**src/rtl/serial_fs.sv**
```systemverilog
// Bit-serial full subtractor: diff = a - b - bin, one bit per clock, LSB first.
// Define SERIAL_FS_OVF_EN to add the signed-overflow output ovf.
module serial_fs #(
  parameter int WIDTH = 8
) (
  input  logic             clk,
  input  logic             rst_n,
  input  logic             in_valid,
  output logic             in_ready,
  input  logic [WIDTH-1:0] a,
  input  logic [WIDTH-1:0] b,
  input  logic             bin,
  output logic             busy,
  output logic             out_valid,
  input  logic             out_ready,
  output logic [WIDTH-1:0] diff,
  output logic             bout
`ifdef SERIAL_FS_OVF_EN
  ,
  output logic             ovf
`endif
);

  localparam int CW = $clog2(WIDTH + 1);
  localparam logic [CW-1:0] LAST = CW'(WIDTH - 1);

  typedef enum logic [1:0] {IDLE, SHIFT, HOLD} state_t;

  state_t           state_reg;
  logic [WIDTH-1:0] ra_reg;
  logic [WIDTH-1:0] rb_reg;
  logic [WIDTH-1:0] diff_reg;
  logic [WIDTH-1:0] diff_next;
  logic [CW-1:0]    cnt_reg;
  logic             br_reg;
  logic             bout_reg;
  logic             d_bit;
  logic             br_next;
  logic             hd;

  // Full-subtractor cell: two half subtractors, borrows ORed together.
  assign hd      = ra_reg[0] ^ rb_reg[0];
  assign d_bit   = hd ^ br_reg;
  assign br_next = (~ra_reg[0] & rb_reg[0]) | (~hd & br_reg);

  // diff shifts right with the new bit entering at the MSB.
  assign diff_next[WIDTH-1] = d_bit;
  generate
    for (genvar gi = 0; gi < WIDTH - 1; gi++) begin : g_dshift
      assign diff_next[gi] = diff_reg[gi+1];
    end
  endgenerate

`ifdef SERIAL_FS_OVF_EN
  logic ovf_reg;
  assign ovf = ovf_reg;
`endif

  always_ff @(posedge clk or negedge rst_n) begin
    if (!rst_n) begin
      state_reg <= IDLE;
      ra_reg    <= '0;
      rb_reg    <= '0;
      diff_reg  <= '0;
      cnt_reg   <= '0;
      br_reg    <= 1'b0;
      bout_reg  <= 1'b0;
`ifdef SERIAL_FS_OVF_EN
      ovf_reg   <= 1'b0;
`endif
    end else begin
      case (state_reg)
        IDLE: begin
          if (in_valid) begin
            ra_reg    <= a;
            rb_reg    <= b;
            br_reg    <= bin;
            cnt_reg   <= '0;
            state_reg <= SHIFT;
          end
        end
        SHIFT: begin
          ra_reg   <= ra_reg >> 1;
          rb_reg   <= rb_reg >> 1;
          diff_reg <= diff_next;
          br_reg   <= br_next;
          cnt_reg  <= cnt_reg + CW'(1);
          if (cnt_reg == LAST) begin
            bout_reg  <= br_next;
`ifdef SERIAL_FS_OVF_EN
            // Borrow into the MSB differing from borrow out marks signed overflow.
            ovf_reg   <= br_reg ^ br_next;
`endif
            state_reg <= HOLD;
          end
        end
        HOLD: begin
          if (out_ready) state_reg <= IDLE;
        end
        default: state_reg <= IDLE;
      endcase
    end
  end

  assign in_ready  = (state_reg == IDLE);
  assign busy      = (state_reg == SHIFT);
  assign out_valid = (state_reg == HOLD);
  assign diff      = diff_reg;
  assign bout      = bout_reg;

endmodule

```
**config.mk**
```make
export PLATFORM = sky130hd
export DESIGN_NAME = serial_fs
export DESIGN_NICKNAME = d
export VERILOG_FILES = /design/src/rtl/serial_fs.sv
export SDC_FILE = /design/constraint.sdc
export NUM_CORES = 1
export LEC_CHECK = 0
export ABC_AREA = 1
export BUFFER_PORTS_ARGS = -buffer_cell sky130_fd_sc_hd__buf_2
export CAP_MARGIN = 20
export CORE_MARGIN = 2
export CORE_UTILIZATION = 52
export DETAILED_ROUTE_END_ITERATION = 12
export GPL_TIMING_DRIVEN = 1
export PLACE_DENSITY = 0.76
export SYNTH_ARGS = -nofsm -noshare
export SYNTH_HDL_FRONTEND = slang
export SYNTH_SLANG_ARGS = --single-unit
```
**constraint.sdc**
```tcl
create_clock -name clk -period 1.3 [get_ports clk]
set_input_delay 0.065 -clock clk [delete_from_list [all_inputs] [get_ports clk]]
set_output_delay 0.065 -clock clk [all_outputs]
set_load 0.01 [all_outputs]
```
==> flow_summary.toml <==
[grt]
use_met2 = 0.387
busiest_layer = "met2"
antenna_found_initial = 0
use_met1 = 0.310
grt_max_degree = 32
grt_overflow_total = 0
grt_use_total = 0.243
grt_first_pass_wirelength_um = 5820
use_met3 = 0.0622
grt_pass1_vias = 1313

[finish]
post-route-util = 0.714
fill_cells = 197
seq_area_um2 = 801
nets = 244
drive_gt1_frac = 0.248
multi_input_area_um2 = 543
areaGrowthSynthToFinish_pct = 32.8
antenna-diode-count = 0

[logic_synthesis]
ys_seq_area_frac = 0.555
synth_cell_types = 17
synth_top_area_frac = 0.555
synth_cells = 166
synth_edf_count = 0
synth-main-ff-cell = "dfrtp_1"
yosysWarnings = 0
synth.most_common_cell = "nand3_1"
synth_nets = 189
syn-cell-area_mm2 = 0.00144
ys_top_cells_by_count = "nand3_1 (54), nand2_1 (37), dfrtp_1 (32), buf_2 (9), inv_1 (8)"
yosys-top-cells-area = "dfrtp_1 (55%), nand3_1 (19%), nand2_1 (9.6%), buf_2 (3.1%), o21ai_0 (2.1%)"
synthArstFlopShare = 1.00
yosys.area.top_type = "dfrtp_1"
synth.avg_cell_area_um2 = 8.70
ys_ff_latch = 32

[pwr]
switching_share = 0.404
leakagePower_nw = 0.980
clock_power_share = 0.150
power_density_mw_per_mm2 = 2080
cell_internal_pwr_mw = 2.38
combPwrFrac = 0.434
vdd_drop_max_v = 0.00154
p_sw_mw = 1.61
seqPwrFrac = 0.416

[hold_path]
min_path_type = "primary input to flop"

[sta]
final_hold_viol_count = 0
grt_setup_unrepaired = "yes"
finalSetupViolCount = 0
min_period_over_period = 0.961
final_max_slew_viol_count = 0
max_slew_margin = 0.703
fin_tns_setup_ps = 0
fmax_mhz = 800
finClkSkew_ps = 7.40
fin_crit_ps = 1250
worstMarginPinSlew_ps = 446

[run]
max_cap_violations = 0

[floorplanning]
dieArea_mm2 = 0.00321
die_x_um = 56.7
core_area_mm2 = 0.00269
start_util = 0.537
fp.dieH_um = 56.7
row_count = 19
ios = 33

[place]
detailed_place_hpwl_um = 2130
io_buffers = 32
gp_congestion = 0.811

[route]
num_vias = 1372
wl_per_cell_um = 14.3
viasPerCell = 5.42
drc_errors = 0
wl_um = 3620
drt_iter0_drc = 89
first_pass_iters = 4
ant_nets = 0

[clock_tree]
clock_latency_ps = 330
cts_tree = "done"
clockBufferDepth = 2
cts_inserted_buffers = 5
cts_sinks = 32
path_clk_slew_ps = 100
h-tree-depth = 2
cts_root_buf = "clkbuf_4"

[critical_path]
required_ps = 1240
critPathArrivalTime_ps = 1180
crit_fanout = 10
crit_type = "flop to output port"
cp-end-kind = "output port"
startpoint_type = "flop"

[run_status]
status = "completed"
[power by group through the flow]
stage               combinational, mW  clock (mW)  sequential [mW]
floorplan                        1.03           0             1.68
global placement                 1.46           0             1.65
detailed placement               1.52           0             1.67
CTS                              1.60       0.610             1.65
global route                     1.93       0.649             1.70
finish                           1.73       0.600             1.66
[per-stage QoR]
step | area, um2 | setup slack [ps] | power [mW] | hold WS (ps) | cells
after floorplan | 1440 | 224 | 2.71 | -231 | 166
after global placement | 1640 | 162 | 3.10 | 22.7 | 224
after detailed placement | 1640 | 125 | 3.19 | 27.8 | 224
after CTS | 1880 | 13.4 | 3.86 | 8.04 | 249
after global routing | 1920 | -22.7 | 4.28 | 26.4 | 253
final | 1920 | 50.2 | 3.99 | 21.0 | 253
[placed cells by master, fill, tap and decap left out, drive strengths merged]
master,instances
nand3,54
buf,42
nand2,38
dfrtp,32
dlygate4sd3,17
inv,11
o21ai,11
clkbuf,8
nor2,5
o31ai,1
nand4,1
fa,1
ha,1
[cell families after synthesis]
logic type,synth area share
flip-flops,0.555
buffers and inverters,0.0711
AO/OA/AOI/OAI,0.0433
adder cells (fa/ha/maj),0.0225
AND/OR/NAND/NOR,0.308
[timing repair]
item / 4_1_cts / 5_1_grt
hold endpoints to repair: 48 / 0
endpoints found under the setup margin: 2 / 12
setup buffers: 1 / 4
hold buffers: 17 / 0
gates resized for setup: 3 / 3
[final timing paths]
check / from / end / slack (ps) / cells after the start
min in group asynchronous: rst_n / diff[0] / 190 / 2
max: state_reg[1] / busy / 50 / 4
max reg2reg: state_reg[1] / ra_reg[5] / 60 / 7
min: a[5] / ra_reg[5] / 20 / 3
min reg2reg: diff[0] / diff[0] / 490 / 2
max in group asynchronous: rst_n / ra_reg[5] / 670 / 3
[critical path, cell delays in order, from the launching register on]
cell	delay (ps)
dfrtp_1	420
inv_2	100
nand2_2	90
inv_6	110
buf_2	140
[layer usage]
layer  wire (um)  vias up
li1            -      664
met3         244        6
met2        1870       52
met5           0        -
met1        1480      650
met4          31        0
[area by class of cell]
| class | count | share of cell area |
|---|---|---|
| clock buffers | 8 | 0.0307 |
| inverters | 11 | 0.0242 |
| multi-input cells | 112 | 0.283 |
| flip-flops and latches | 32 | 0.418 |
| well taps | 31 | 0.0202 |
| repair buffers | 59 | 0.224 |
Note: power is estimated with default switching activity, not from simulation.
